<file path="src/rtl/cmult_rr_arbiter.sv">
// cmult_rr_arbiter: round-robin time-sharing of one complex multiplier
// between NREQ requesters. A {valid, id} tag rides alongside each issue
// through a shift register matched to the multiplier latency, so every
// product is steered back to the requester that issued it.
//
// Handshake: a requester presents operands with req_valid[i] and must hold
// them stable until it sees req_ready[i]; a transfer happens on any rising
// edge where req_valid[i] & req_ready[i]. req_ready is a one-hot grant that
// never asserts without the matching req_valid. The result side has no
// backpressure: res_valid is a one-cycle strobe.
module cmult_rr_arbiter #(
  parameter int NREQ     = 4,
  parameter int AWIDTH   = 16,
  parameter int BWIDTH   = 16,
  parameter int OUTWIDTH = 33,
  parameter int MULT_LAT = 4,
  localparam int IDW     = (NREQ > 1) ? $clog2(NREQ) : 1,
  localparam int IFW     = $clog2(MULT_LAT + 2)
) (
  input  logic                     clk,
  input  logic                     rst_n,
  input  logic [NREQ-1:0]          req_valid,
  output logic [NREQ-1:0]          req_ready,
  input  logic [NREQ*AWIDTH-1:0]   req_a_real,
  input  logic [NREQ*AWIDTH-1:0]   req_a_imag,
  input  logic [NREQ*BWIDTH-1:0]   req_b_real,
  input  logic [NREQ*BWIDTH-1:0]   req_b_imag,
  output logic                     m_valid,
  output logic [AWIDTH-1:0]        m_a_real,
  output logic [AWIDTH-1:0]        m_a_imag,
  output logic [BWIDTH-1:0]        m_b_real,
  output logic [BWIDTH-1:0]        m_b_imag,
  input  logic [OUTWIDTH-1:0]      m_z_real,
  input  logic [OUTWIDTH-1:0]      m_z_imag,
  output logic [NREQ-1:0]          res_valid,
  output logic [OUTWIDTH-1:0]      res_real,
  output logic [OUTWIDTH-1:0]      res_imag,
  output logic [IDW-1:0]           res_id,
  output logic [IFW-1:0]           inflight
);

  // Round-robin pointer: the requester searched first this cycle.
  logic [IDW-1:0]      ptr;
  logic [IDW-1:0]      ptr_next;
  // Winner of this cycle's search.
  logic [IDW-1:0]      gidx;
  logic                gany;
  logic                xfer;

  // Operands of the winning requester.
  logic [AWIDTH-1:0]   sel_a_real;
  logic [AWIDTH-1:0]   sel_a_imag;
  logic [BWIDTH-1:0]   sel_b_real;
  logic [BWIDTH-1:0]   sel_b_imag;

  // Tag pipeline: stage 0 lines up with m_valid, stage MULT_LAT with m_z_*.
  logic [MULT_LAT:0]   tag_v;
  logic [IDW-1:0]      tag_id [MULT_LAT+1];

  // Search from ptr upward, wrapping modulo NREQ; first valid requester wins.
  always_comb begin
    int idx;
    gany = 1'b0;
    gidx = '0;
    idx  = 0;
    for (int k = 0; k < NREQ; k++) begin
      idx = int'(ptr) + k;
      if (idx >= NREQ) idx = idx - NREQ;
      if (!gany && req_valid[idx]) begin
        gany = 1'b1;
        gidx = IDW'(idx);
      end
    end
  end

  // One-hot grant; held low while reset is asserted.
  always_comb begin
    req_ready = '0;
    if (gany && rst_n) req_ready[gidx] = 1'b1;
  end

  assign xfer     = gany & rst_n;
  assign ptr_next = (int'(gidx) == NREQ - 1) ? '0 : gidx + IDW'(1);

  // Operand mux selecting the granted requester's slices.
  always_comb begin
    sel_a_real = '0;
    sel_a_imag = '0;
    sel_b_real = '0;
    sel_b_imag = '0;
    for (int i = 0; i < NREQ; i++) begin
      if (gidx == IDW'(i)) begin
        sel_a_real = req_a_real[i*AWIDTH +: AWIDTH];
        sel_a_imag = req_a_imag[i*AWIDTH +: AWIDTH];
        sel_b_real = req_b_real[i*BWIDTH +: BWIDTH];
        sel_b_imag = req_b_imag[i*BWIDTH +: BWIDTH];
      end
    end
  end

  // Issue register: advance the pointer and launch operands on a transfer;
  // operands hold between issues so the multiplier inputs stay quiet.
  always_ff @(posedge clk or negedge rst_n) begin
    if (!rst_n) begin
      ptr      <= '0;
      m_valid  <= 1'b0;
      m_a_real <= '0;
      m_a_imag <= '0;
      m_b_real <= '0;
      m_b_imag <= '0;
    end else begin
      m_valid <= xfer;
      if (xfer) begin
        ptr      <= ptr_next;
        m_a_real <= sel_a_real;
        m_a_imag <= sel_a_imag;
        m_b_real <= sel_b_real;
        m_b_imag <= sel_b_imag;
      end
    end
  end

  // Tag shift register; clearing it on reset discards in-flight results.
  always_ff @(posedge clk or negedge rst_n) begin
    if (!rst_n) begin
      tag_v <= '0;
      for (int k = 0; k <= MULT_LAT; k++) tag_id[k] <= '0;
    end else begin
      tag_v     <= {tag_v[MULT_LAT-1:0], xfer};
      tag_id[0] <= gidx;
      for (int k = 1; k <= MULT_LAT; k++) tag_id[k] <= tag_id[k-1];
    end
  end

  // Result register: capture the product when its tag emerges; data holds
  // between strobes.
  always_ff @(posedge clk or negedge rst_n) begin
    if (!rst_n) begin
      res_valid <= '0;
      res_real  <= '0;
      res_imag  <= '0;
      res_id    <= '0;
    end else begin
      res_valid <= '0;
      if (tag_v[MULT_LAT]) begin
        res_valid[tag_id[MULT_LAT]] <= 1'b1;
        res_real                    <= m_z_real;
        res_imag                    <= m_z_imag;
        res_id                      <= tag_id[MULT_LAT];
      end
    end
  end

  // Outstanding-operation count: up on a transfer, down while a result strobe
  // is visible; both at once leave it unchanged.
  always_ff @(posedge clk or negedge rst_n) begin
    if (!rst_n) begin
      inflight <= '0;
    end else begin
      case ({xfer, |res_valid})
        2'b10:   inflight <= inflight + IFW'(1);
        2'b01:   inflight <= inflight - IFW'(1);
        default: inflight <= inflight;
      endcase
    end
  end

endmodule

</file>
<file path="config.mk">
export PLATFORM = sky130hd
export DESIGN_NAME = cmult_rr_arbiter
export DESIGN_NICKNAME = d
export VERILOG_FILES = /design/src/rtl/cmult_rr_arbiter.sv
export SDC_FILE = /design/constraint.sdc
export NUM_CORES = 1
export LEC_CHECK = 0
export BUFFER_PORTS_ARGS = -buffer_cell sky130_fd_sc_hd__buf_2
export CAP_MARGIN = 40
export CELL_PAD_IN_SITES_DETAIL_PLACEMENT = 0
export CELL_PAD_IN_SITES_GLOBAL_PLACEMENT = 1
export CORE_AREA = 2 2 184 186
export CTS_BUF_LIST = sky130_fd_sc_hd__clkbuf_8
export CTS_CLUSTER_DIAMETER = 120
export DETAILED_ROUTE_END_ITERATION = 10
export DIE_AREA = 0 0 186 188
export PLACE_DENSITY = 0.69
export RECOVER_POWER = 100
export SETUP_SLACK_MARGIN = 0.2
export SLEW_MARGIN = 10
export SYNTH_ARGS = -nofsm -noshare
export SYNTH_HDL_FRONTEND = slang
export SYNTH_SLANG_ARGS = --single-unit
</file>
<file path="constraint.sdc">
create_clock -name clk -period 2.5 [get_ports clk]
set_clock_uncertainty 0.05 [all_clocks]
set_input_delay 0.5 -clock clk [delete_from_list [all_inputs] [get_ports clk]]
set_output_delay 0.5 -clock clk [all_outputs]
set_load 0.02 [all_outputs]
</file>
# After elaboration in Yosys (flattened, before gate mapping)
# Index checks and enable logic that the tools add are counted.
[totals] regBits=157 latch_bits=0 mem_bits_rw=0 romBits=0 in_bits=328 out_inout_bits=144 wordCells=106 n_memories=0
[op_classes] addsub=10 multipliers=0 n_div=0 order_cmp=12 n_eq_ne=6 shift=0 mux=48 bitwise=1 reduce_logical=12
[op_table] cell="$mux W16" n=16
[op_table] cell="$lt A32 B4 Y1 const B" n=4
[op_table] cell="$mux W32" n=4
[op_table] cell="$mux W1" n=14
[op_table] cell="$sub A3 B3 Y4 const B" n=3
[op_table] cell="$mux W2" n=5
[op_table] cell="$ge A3 B3 Y1 const B" n=3
[op_table] cell="$bmux W1 S2" n=4
[op_table] cell="$mux W4" n=2
[op_table] cell="$add A2 B2 Y3 const B" n=2
[op_table] cell="$eq A2 B1 Y1 const B" n=3
[op_table] cell="$eq A2 B2 Y1 const B" n=3
[op_table] cell="$logic_and A1 B1 Y1" n=6
[op_table] cell="$lt A2 B3 Y1 const B" n=2
[op_table] cell="$pmux W3 S2" n=1
[op_table] cell="$demux W1 S2" n=2
[op_table] cell="$ge A2 B1 Y1 const B" n=2
[op_table] cell="$reduce_or A4 Y1" n=1
[op_table] cell="$sub A2 B3 Y4 const B" n=1
[op_table] cell="$add A2 B1 Y3 const B" n=1
[op_table] cell="$add A3 B1 Y3 const B" n=1
[op_table] cell="$ge A2 B3 Y1 const B" n=1
[op_table] cell="$logic_not A1 Y1" n=3
[op_table] cell="$sub A3 B1 Y3 const B" n=1
[op_table] cell="other kinds (4)" n=4

# Longest topological paths before layout
# Gate-level depths: netlist of run 1.
[depth] word_depth=20 ltp_mapped=9 depth_no_buf=7

# Least setup slack after synthesis of run 1
# Ideal clock, no wire load.
[synth_timing] path_type="input to output" from="input req_valid[2]" to="output req_ready[3]" arrival_ps=2026 t_required_ps=1950 path_slack_ps=-76 stages=7 n_path_buf=2 cell_sequence="mux2_2 nand2_1 and3_1 ha_1 clkbuf_1 clkbuf_1 and2_1"
[synth_via] elab_chain_len=18 word_cells_on_any_way=33 cone_classes="2 x order compare; 23 x mux; 8 x reduce/logical"
[synth_rtl] item="start, declared" line_no="22" source="input logic [NREQ-1:0] req_valid,"
[synth_rtl] item="$bmux W1 S2" line_no="69" source="if (!gany && req_valid[idx]) begin"
[synth_rtl] item="$mux W1 (implied by the code) (2 in series)" line_no="69"
[synth_rtl] item="$mux W1" line_no="69"
[synth_rtl] item="$logic_not A1 Y1" line_no="69"
[synth_rtl] item="$logic_and A1 B1 Y1" line_no="69"
[synth_rtl] item="$mux W1" line_no="69"
[synth_rtl] item="$logic_not A1 Y1" line_no="69"
[synth_rtl] item="$logic_and A1 B1 Y1" line_no="69"
[synth_rtl] item="[... 2 more ...]"
[synth_rtl] item="$logic_and A1 B1 Y1" line_no="69"
[synth_rtl] item="$mux W2 (*)" line_no="69"
[synth_rtl] item="named net gidx[0]" line_no="46" source="logic [IDW-1:0] gidx;"
[synth_rtl] item="$lt A2 B3 Y1 (implied by the code) / $ge A2 B1 Y1 (equally long branches)" line_no="79" source="if (gany && rst_n) req_ready[gidx] = 1'b1;"
[synth_rtl] item="$logic_and A1 B1 Y1 (implied by the code)" line_no="79"
[synth_rtl] item="$mux W1 (implied by the code)" line_no="79"
[synth_rtl] item="$demux W1 S2 (*)" line_no="79"
[synth_rtl] item="$mux W4 (*)" line_no="79"
[synth_rtl] item="end, declared" line_no="23" source="output logic [NREQ-1:0] req_ready,"
# Mark *: on every way through the listed nets, which the timed path passes. The rest lies on a longest branch. The select of a mux whose other input is x is not followed.

# Worst setup path in the final report of run 1
[layout_timing] from="register ptr[1]" to="output req_ready[3]"
[layout_via] elab_chain_len=20 word_cells_on_any_way=48 cone_classes="7 x add/sub; 6 x order compare; 27 x mux; 8 x reduce/logical"
[layout_rtl] item="start, declared" line_no="43" source="logic [IDW-1:0] ptr;"
[layout_rtl] item="start signal, assigned" line_no="114" source="ptr <= ptr_next;"
[layout_rtl] item="parallel branches: the longest is 14 deep, another holds $sub A3 B3 Y4"
[layout_rtl] item="$mux W2 (*)" line_no="69"
[layout_rtl] item="named net gidx[0]" line_no="46"
[layout_rtl] item="$lt A2 B3 Y1 (implied by the code) / $ge A2 B1 Y1 (equally long branches)" line_no="79"
[layout_rtl] item="$logic_and A1 B1 Y1 (implied by the code)" line_no="79"
[layout_rtl] item="$mux W1 (implied by the code)" line_no="79"
[layout_rtl] item="$demux W1 S2 (*)" line_no="79"
[layout_rtl] item="$mux W4 (*)" line_no="79"
# Mark *: on every way through the listed nets, which the timed path passes. The select of a mux whose other input is x is not followed.

==> results.md, run 1 <==
- Synth-to-Final Area Change: 49.11%
- Vias per Instance: 4.626
- Peak VDD IR: 0.2810 mV
- Largest delay share family, worst path: flip-flops
- Slew headroom: -0.1438
- Die W: 186 um
- Count of unique library cells instantiated by Yosys: 31
- CP Launch Type: register
- Most common cell on crit path: buf_6
- CP Capture Type: output pin
- Largest net degree at the start of global routing: 117
- Global-route wire length before repair: 45050 um
- Synthesis Warnings: 0
- Ys async rst share: 1.000
- Port Buffers: 471
- Slowest stage cell, crit path: dfrtp_2
- Commonest non-fill, non-tap cell in the layout: buf_2
- GRT Total Usage: 0.1685
- Worst-path clk slew: 0.10 ns
- DIE HEIGHT: about 190 um
- Max Clock Freq: 388.8 MHz
- Seq/Total Area, Yosys: 0.4948
- Reg2Reg Launch Point: ptr[0]$_DFFE_PN0N_
- Top FF cell, synth: dfrtp_1
- TritonCTS clock tree: yes
- Final setup violation count: 4
- CP cell instances: mux2_4 > nand2_4 > and3_4 > buf_6 > ha_4 > and2_4 > buf_6
- Leakage: 5.334 nW
- CORE AREA: 33110 um2
- Htree depth: 4
- RSZ-0062 raised after global routing: yes
- CP required: 1.95 ns
- Initial DRC Count: just over 300
- Register area: about 4000 um2
- Fin crit period: approximately 2.6 ns
- Crit-path max FO: 6
- Synthesized area per cell: around 10 um2
- I/O Pins: 472
- Drt wl/cell: 17.85 um
- Post-CTS Hold Buffers: 0
- Most frequent cells in the layout: 332 x buf_2, 154 x dfrtp_1, 135 x clkbuf_1
- Place WS: -0.02360 ns
- Share of layout cells above drive strength 1: 0.4285
- CTS sink count: 156
- Initial antenna violation count: 4
- # fillers: 3535
- Post-synth EDFFs: 0
- R2R Setup Slk: 0.04 ns
- Final Max Slew Viols: 190
- Hpwl dp: 21940 um
- First drt pass iteration count: 4
- Die area: 34970 um2
- Hold Crit Class: input pin to register
- Hold Path Cell Cnt: 2
- Crit path largest cell delay: 0.46 ns
- Hold WS: between 0.2 and 0.25 ns
- CP Data Arrival Time: 2.02 ns
- Congestion Overflow GR: 0
- Outcome: finished with violations
- Total routed wirelength: 30720 um
- CTS Buffer Depth: 2
- Syn nets: 1120
- Mapped Area: 7890 um2
- Total power per unit cell area: around 880 nW/um2
- Hold Path Origin: m_z_real[27]
- Worst R2R Path Depth: 10
- DRC violations left: 0
- Worst Hold End: res_real[27]$_DFFE_PN0P_
- Failing checks: max-capacitance violations, max-slew violations, negative setup slack
- Total number of vias: 7961
- Worst skew pair latency: 0.46 ns
- # rows: 67
- Critical path class: register to output pin
- Root Buffer: clkbuf_8
- Final nets: roughly 1600
- Placed cell count: about 1700
- R2R Path End: m_b_imag[1]$_DFFE_PN0N_
- Synth Register Bits: 156
- Antenna viol nets, final: 0
- Final Cell Area: between 10000 and 15000 um2
- Cells after synthesis: between 700 and 800
- Buffers plus inverters on the worst setup path: 2
- Tcrit/Tclk final: 1.029
- GP Congestion: 0.8249
- Final std cells w/o fill: 1721
- Post-route setup slack: -0.07207 ns
- Initial core utilization: 0.2383
- Area after DPL: 10910 um2
- Vias in the first global route: 7772
- Maxcap violations: 2
- Fin Setup TNS: -0.2093 ns
- Num CTS Buffers: 17
- Fin. Hold Viols: 0
- Footprint of the multi-input gates: between 3000 and 4000 um2
- Worst-margin pin slew: between 1.5 and 2 ns
-- timing repair --
action	CTS	global route
gates cloned	7	2
hold endpoints to repair	0	0
setup endpoints to repair	67	68
resized for setup	85	2
setup buffers	10	3
pin swaps	48	3
-- flip-flops by register name (all words and copies together) (netlist names), 3 cells and up --
signal,count
res_valid,4
tag_v,5
res_imag,33
m_a_imag,16
tag_id,10
m_a_real,16
m_b_real,16
inflight,3
m_b_imag,16
res_real,33
-- per-layer routing --
layer,routed length (um),up-vias,global-route usage
li1,-,3750,-
met1,12560,3851,0.2027
met2,15570,323,0.2995
met3,2074,31,0.03748
met4,479,6,0.04543
met5,34,-,0
-- metrics by stage --
step / power, mW / util
detailed placement: 7.900 / 0.3293
CTS: 10.55 / 0.3589
floorplan: 6.148 / -
finish: 10.37 / 0.3553
global placement: 7.861 / 0.3293
global route: 11.05 / 0.3553
-- worst max path at each step --
stage / cells after the start / to / from
detailed placement: 9 / m_a_real[8]$_DFFE_PN0N_ / req_valid[0]
global placement: 9 / m_b_real[0]$_DFFE_PN0N_ / req_valid[0]
global route: 6 / req_ready[2] / ptr[0]$_DFFE_PN0N_
CTS: 7 / req_ready[3] / ptr[1]$_DFFE_PN0N_
finish: 7 / req_ready[3] / ptr[1]$_DFFE_PN0N_
floorplan: 7 / req_ready[3] / req_valid[2]
-- cells in the mapped netlist, types with 5 or more instances --
master / number / area, um2
nand3b_1: 65 / 488.0
a221o_1: 64 / 640.6
ha_1: 5 / 62.56
nand2_1: 69 / 259.0
clkbuf_1: 39 / 146.4
inv_1: 67 / 251.5
mux2_2: 69 / 777.0
buf_6: 6 / 67.56
dfrtp_1: 156 / 3904
a21oi_1: 66 / 330.3
a31oi_1: 64 / 400.4
buf_2: 26 / 130.1
nor2_1: 67 / 251.5
-- worst reg2reg max path, cell delays in order, from the launching register on --
cell and delay [ns]:
dfrtp_1 0.36, inv_1 0.08, a21oi_1 0.35, o22ai_4 0.17
ha_4 0.21, buf_8 0.14, buf_12 0.15, bufbuf_16 0.29
nand3b_1 0.16, a221o_1 0.29, a31oi_1 0.15
-- layout make-up --
type	count	area share
antenna	1	0.0002127
clock buffer	17	0.01989
clock inverter	15	0.01329
inverter	67	0.02138
multi-input combinational	491	0.3093
sequential	156	0.3320
tap	448	0.04764
timing repair buffer	526	0.2563
-- report_power, final --
| group | switching (mW) | leakage, nW | internal [mW] | total, mW |
|---|---|---|---|---|
| combinational | 2.75 | 3.31 | 2.20 | 4.95 |
| clock | 1.13 | 0.197 | 0.825 | 1.95 |
| sequential | 0.357 | 1.82 | 3.11 | 3.47 |
| total | 4.24 | 5.33 | 6.14 | 10.4 |
-- logic make-up (layout without fill, tap and decap cells) --
family | Yosys count | in the layout | share of synthesized area
buf+inv | 139 | 625 | 0.07643
xor+xnor | 3 | 3 | 0.003331
simple gates | 212 | 212 | 0.1357
compound gates | 201 | 201 | 0.1808
flops | 156 | 156 | 0.4948
fa+ha+maj | 6 | 6 | 0.01047
other cells | 0 | 1 | 0
mux | 69 | 69 | 0.09848
No activity file was read; power rests on OpenSTA's default activity.
==> run 2, diff against run 1 <==
Settings changed: SKIP_CTS_REPAIR_TIMING set to 1.
==> results.md, run 2 (synthesis gave the netlist of run 1 again) <==
- Outcome: finished with violations
- Failing checks: max-capacitance violations, max-slew violations, negative setup slack
- Total routed wirelength: 30650 um (-0.22%)
- Global-route wire length before repair: 42560 um (-5.5%)
- Hold WS: 0.2176 ns (-0.001941 ns)
- Buffers plus inverters on the worst setup path: 2 (unchanged)
- Antenna viol nets, final: 0 (unchanged)
- DIE HEIGHT: 188 um (unchanged)
- Worst skew pair latency: 0.46 ns (about the same)
- CP cell instances: mux2_4 > nand2_4 > and3_4 > buf_6 > ha_4 > and2_4 > buf_6
- Crit path largest cell delay: 0.47 ns (about the same)
- I/O Pins: 472 (unchanged)
- Vias per Instance: 4.607 (-0.40%)
- Leakage: 5.693 nW (+6.7%)
- GP Congestion: 0.8249 (unchanged)
- R2R Setup Slk: 0.07 ns (+0.03 ns)
- Beginning of the critical path: ptr[1]$_DFFE_PN0N_
- Critical path class: register to output pin
- Met2 wire length: 15670 um (+0.62%)
- Num CTS Buffers: 17 (unchanged)
- CP endpoint: req_ready[3]
- Worst-path clk slew: 0.10 ns (about the same)
- WL met3: 2092 um (+0.87%)
- DRC violations left: 0 (unchanged)
- Final Max Slew Viols: 190 (unchanged)
- Post-route setup slack: -0.08986 ns (-0.01779 ns)
- Worst R2R Path Depth: 10 (unchanged)
- # rows: 67 (unchanged)
- Most common cell on crit path: buf_6
- Htree depth: 4 (unchanged)
- TritonCTS clock tree: yes
- Total number of vias: 7957 (-0.050%)
- GRT Total Usage: 0.1579 (-0.01053)
- Fin crit period: 2.590 ns (+0.01779 ns)
- CP Data Arrival Time: 2.04 ns (+0.02 ns)
- Fin. Hold Viols: 0 (unchanged)
- Die area: 34970 um2 (unchanged)
- Crit path depth: 7 (unchanged)
- RSZ-0062 raised after global routing: yes
- Most frequent cells in the layout: 466 x buf_2, 154 x dfrtp_1, 68 x inv_1, 68 x nand2_1, 68 x mux2_2
- Peak VDD IR: 0.2774 mV (-1.3%)
- Max Clock Freq: 386.1 MHz (-0.69%)
- R2R Path End: m_b_real[0]$_DFFE_PN0N_
- CTS Buffer Depth: 2 (unchanged)
- CP Capture Type: output pin
- Final setup violation count: 4 (unchanged)
- Reg2Reg Launch Point: ptr[1]$_DFFE_PN0N_
- Root Buffer: clkbuf_8
- Die W: 186 um (unchanged)
- Slowest stage cell, crit path: dfrtp_2
- CTS sink count: 156 (unchanged)
- Share of layout cells above drive strength 1: 0.5074 (+0.07898)
- Port Buffers: 471 (unchanged)
- Final nets: 1598 (+0.31%)
- Hold Crit Class: input pin to register
- Total power per unit cell area: 875.5 nW/um2 (-0.69%)
- Maxcap violations: 2 (unchanged)
- CORE AREA: 33110 um2 (unchanged)
- Largest net degree at the start of global routing: 117 (unchanged)
- Biggest regs: res_imag: 33 flops, res_real: 33 flops
- Initial core utilization: 0.2383 (unchanged)
- Commonest non-fill, non-tap cell in the layout: buf_2
- Largest delay share family, worst path: flip-flops
- Initial DRC Count: 323 (+4.2%)
- Tcrit/Tclk final: 1.036 (+0.007116)
- Drt wl/cell: 17.75 um (-0.57%)
- Initial antenna violation count: 4 (unchanged)
- Placed cell count: 1666 (unchanged)
- CP Launch Type: register
- Final std cells w/o fill: 1727 (+0.35%)
- Slew headroom: -0.1373 (+0.006525)
- Hpwl dp: 21940 um (unchanged)
- Vias in the first global route: 7459 (-4.0%)
- Synth-to-Final Area Change: 49.14% (about the same)
- First drt pass iteration count: 5 (+1)
- Metal-1 WL: 12510 um (-0.34%)
- Congestion Overflow GR: 0 (unchanged)
- Crit-path max FO: 6 (unchanged)
- Top layer reached by signal wires: met5
- CP required: 1.95 ns (about the same)
- Worst-margin pin slew: 1.706 ns (-0.009787 ns)
## run 2: cell types whose count changed in the layout (fill, tap and decap cells not counted), sizes merged
| cell | previous run | this run |
|---|---|---|
| bufbuf | 1 | 0 |
| buf | 386 | 519 |
| diode | 1 | 2 |
| clkbuf | 156 | 29 |
## run 2: through the flow
stage | TNS [ns] | worst slack [ns] | instance area [um2] | power [mW] | utilization
4_1_cts | -1.300 | -0.3715 | 11300 | 9.907 | 0.3411
3_5_place_dp | -0.08985 | -0.02360 | 10910 | 7.900 | 0.3293
5_1_grt | -2.158 | -0.1807 | 11770 | 10.97 | 0.3553
6_report | -0.2916 | -0.08986 | 11770 | 10.30 | 0.3554
2_1_floorplan | 0 | 0.1724 | 7899 | 6.148 | -
3_3_place_gp | 0 | 0.009460 | 10910 | 7.861 | 0.3293
## run 2: worst min-delay path by stage
stage                                          end  depth (start not counted)                 from
final                     res_imag[31]$_DFFE_PN0P_                          2         m_z_imag[31]
after global routing      res_imag[28]$_DFFE_PN0P_                          2         m_z_imag[28]
after CTS                       ptr[0]$_DFFE_PN0N_                          2                rst_n
after detailed placement       tag_id[0]$_DFF_PN0_                          0  tag_id[2]$_DFF_PN0_
after global placement          tag_v[4]$_DFF_PN0_                          0   tag_v[3]$_DFF_PN0_
after floorplan            inflight[0]$_DFFE_PN0P_                          0                rst_n
## run 2: routing by layer
layer,vias to the layer above,global-route usage
met4,4,0.03907
met3,20,0.03807
met5,-,0
li1,3769,-
met1,3834,0.1899
met2,330,0.2805
## run 2: layout make-up
cell class,count,area (um2)
clock buffer,17,234.0
tap,448,560.5
inverter,67,251.5
clock inverter,15,156.4
sequential,156,3906
fill,3470,21350
multi-input combinational,491,3507
timing repair buffer,531,3147
antenna,2,5.005
## run 2: power breakdown
part,internal (mW),total (mW),switching [mW]
logic,2.23,4.90,2.67
registers,3.11,3.45,0.345
clock network,0.826,1.95,1.13
total,6.16,10.3,4.14
==> run 3, diff against run 2 <==
Settings changed: CORE_AREA 2 2 184 186 to 2 2 186 188, DIE_AREA 0 0 186 188 to 0 0 188 190, PLACE_DENSITY 0.69 to 0.65, SLEW_MARGIN 10 to 5.
Clock period 2.5 ns to 2.6 ns, I/O delays scaled along.
==> results.md, run 3 (synthesis gave the netlist of run 1 again) <==
- Outcome: finished with violations
- Failing checks: max-capacitance violations, max-slew violations, negative setup slack
- I/O Pins: 472 (unchanged)
- Die area: 35720 um2 (+2.2%)
- Critical path class: register to output pin
- Fin crit period: ~2.6 ns
- Largest net degree at the start of global routing: 73 (-38%)
- CTS sink count: 156 (unchanged)
- CP required: 2.03 ns (+0.08 ns)
- Global-route wire length before repair: 43640 um (+2.5%)
- Vias per Instance: 4.593 (-0.32%)
- Tcrit/Tclk final: 1.018
- Slew headroom: -0.1550 (-0.01769)
- R2R Setup Slk: 0.22 ns (+0.15 ns)
- Total routed wirelength: 31000 um (+1.2%)
- Hold Crit Class: input pin to register
- DIE HEIGHT: 190 um (+1.1%)
- Leakage: 5.686 nW (-0.12%)
- Biggest regs: res_imag: 33 flops, res_real: 33 flops
- Maxcap violations: 3 (+1)
- Final Power: 9.934 mW (-3.6%)
- Worst skew pair latency: 0.48 ns (+0.02 ns)
- Drt wl/cell: 17.88 um (+0.75%)
- DRC violations left: 0 (unchanged)
- Initial DRC Count: 348 (+7.7%)
- Synth-to-Final Area Change: 49.13% (about the same)
- Share of layout cells above drive strength 1: 0.5047 (-0.002737)
- CP Capture Type: output pin
- CORE AREA: 33950 um2 (+2.5%)
- Root Buffer: clkbuf_8
- Peak VDD IR: 0.2938 mV (+5.9%)
- Crit-path max FO: 4 (-2)
- Commonest non-fill, non-tap cell in the layout: buf_2
- Final Max Slew Viols: 188 (-1.1%)
- Initial core utilization: 0.2324 (-0.005858)
- CP Data Arrival Time: 2.08 ns (+0.04 ns)
- Fin. Hold Viols: 0 (unchanged)
- TritonCTS clock tree: yes
- Hold WS: 0.2134 ns (-0.004159 ns)
- # rows: 68 (+1.5%)
- First drt pass iteration count: 5 (unchanged)
- Layout Utilization: 0.3466 (-0.008773)
- Fin Setup TNS: -0.1141 ns (+0.1774 ns)
- Most frequent cells in the layout: 466 x buf_2, 154 x dfrtp_1, 68 x nand2_1, 68 x mux2_2
- Worst-path clk slew: 0.10 ns (about the same)
- CTS Buffer Depth: 2 (unchanged)
- Hpwl dp: 22330 um (+1.8%)
- CP Launch Type: register
- Num CTS Buffers: 17 (unchanged)
- Total power per unit cell area: 844.3 nW/um2 (-3.6%)
- Congestion Overflow GR: 0 (unchanged)
- Port Buffers: 471 (unchanged)
- Htree depth: 4 (unchanged)
- Initial antenna violation count: 5 (+1)
- Antenna viol nets, final: 0 (unchanged)
- RSZ-0062 raised after global routing: yes
- Total number of vias: 7964 (+0.088%)
- GP Congestion: 0.8416 (+2.0%)
- Die W: 188 um (+1.1%)
- Place WS: 0.1343 ns (+0.1579 ns)
- GRT Total Usage: 0.1596 (+0.001708)
- Max Clock Freq: about 380 MHz
- Final nets: 1597 (-0.063%)
- Final setup violation count: 3 (-1)
- Worst-margin pin slew: 1.733 ns (+0.02653 ns)
- Post-route setup slack: -0.04659 ns (+0.04327 ns)
- Vias in the first global route: 7657 (+2.7%)
run 3: report_power, final:
part	total [mW]	leakage, nW	switching [mW]	internal (mW)
logic	4.70	3.66	2.57	2.13
registers	3.31	1.82	0.320	2.99
clock network	1.92	0.202	1.08	0.849
total	9.93	5.69	3.96	5.97
run 3: final timing paths:
check,from,endpoint,cells after the start
max,ptr[1]$_DFFE_PN0N_,req_ready[3],8
min,m_z_real[18],res_real[18]$_DFFE_PN0P_,2
max reg2reg,ptr[1]$_DFFE_PN0N_,m_b_real[7]$_DFFE_PN0N_,10
min reg2reg,tag_id[3]$_DFF_PN0_,tag_id[1]$_DFF_PN0_,0
max in group asynchronous,rst_n,res_imag[0]$_DFFE_PN0P_,3
min in group asynchronous,rst_n,m_b_real[12]$_DFFE_PN0N_,2
run 3: through the flow:
step | instance area [um2] | std cells
finish | 11770 | 1734
global route | 11760 | 1732
CTS | 11390 | 1711
detailed placement | 10980 | 1679
global placement | 10980 | 1679
floorplan | 7894 | 786
run 3: cell type report:
type	count	area, um2
fillers	3548	22180
inverters	67	251.5
flip-flops and latches	156	3906
diodes	3	7.507
clock buffers	19	261.5
well taps	455	569.3
multi-input cells	491	3477
clock inverters	13	147.6
repair buffers	530	3146
run 3: per-layer routing:
layer,up-vias,global-route usage,wire length (um)
li1,3768,-,-
met1,3822,0.1960,13180
met2,328,0.2633,15010
met3,42,0.04556,2019
met4,4,0.06572,769
met5,-,0,21
run 3: critical path, cell delays in order, from the launching register on:
cell      delay (ns)
dfrtp_2         0.43
buf_6           0.11
buf_6           0.09
nand3b_1        0.16
and3_4          0.24
buf_6           0.12
ha_4            0.15
and2_2          0.17
buf_6           0.13
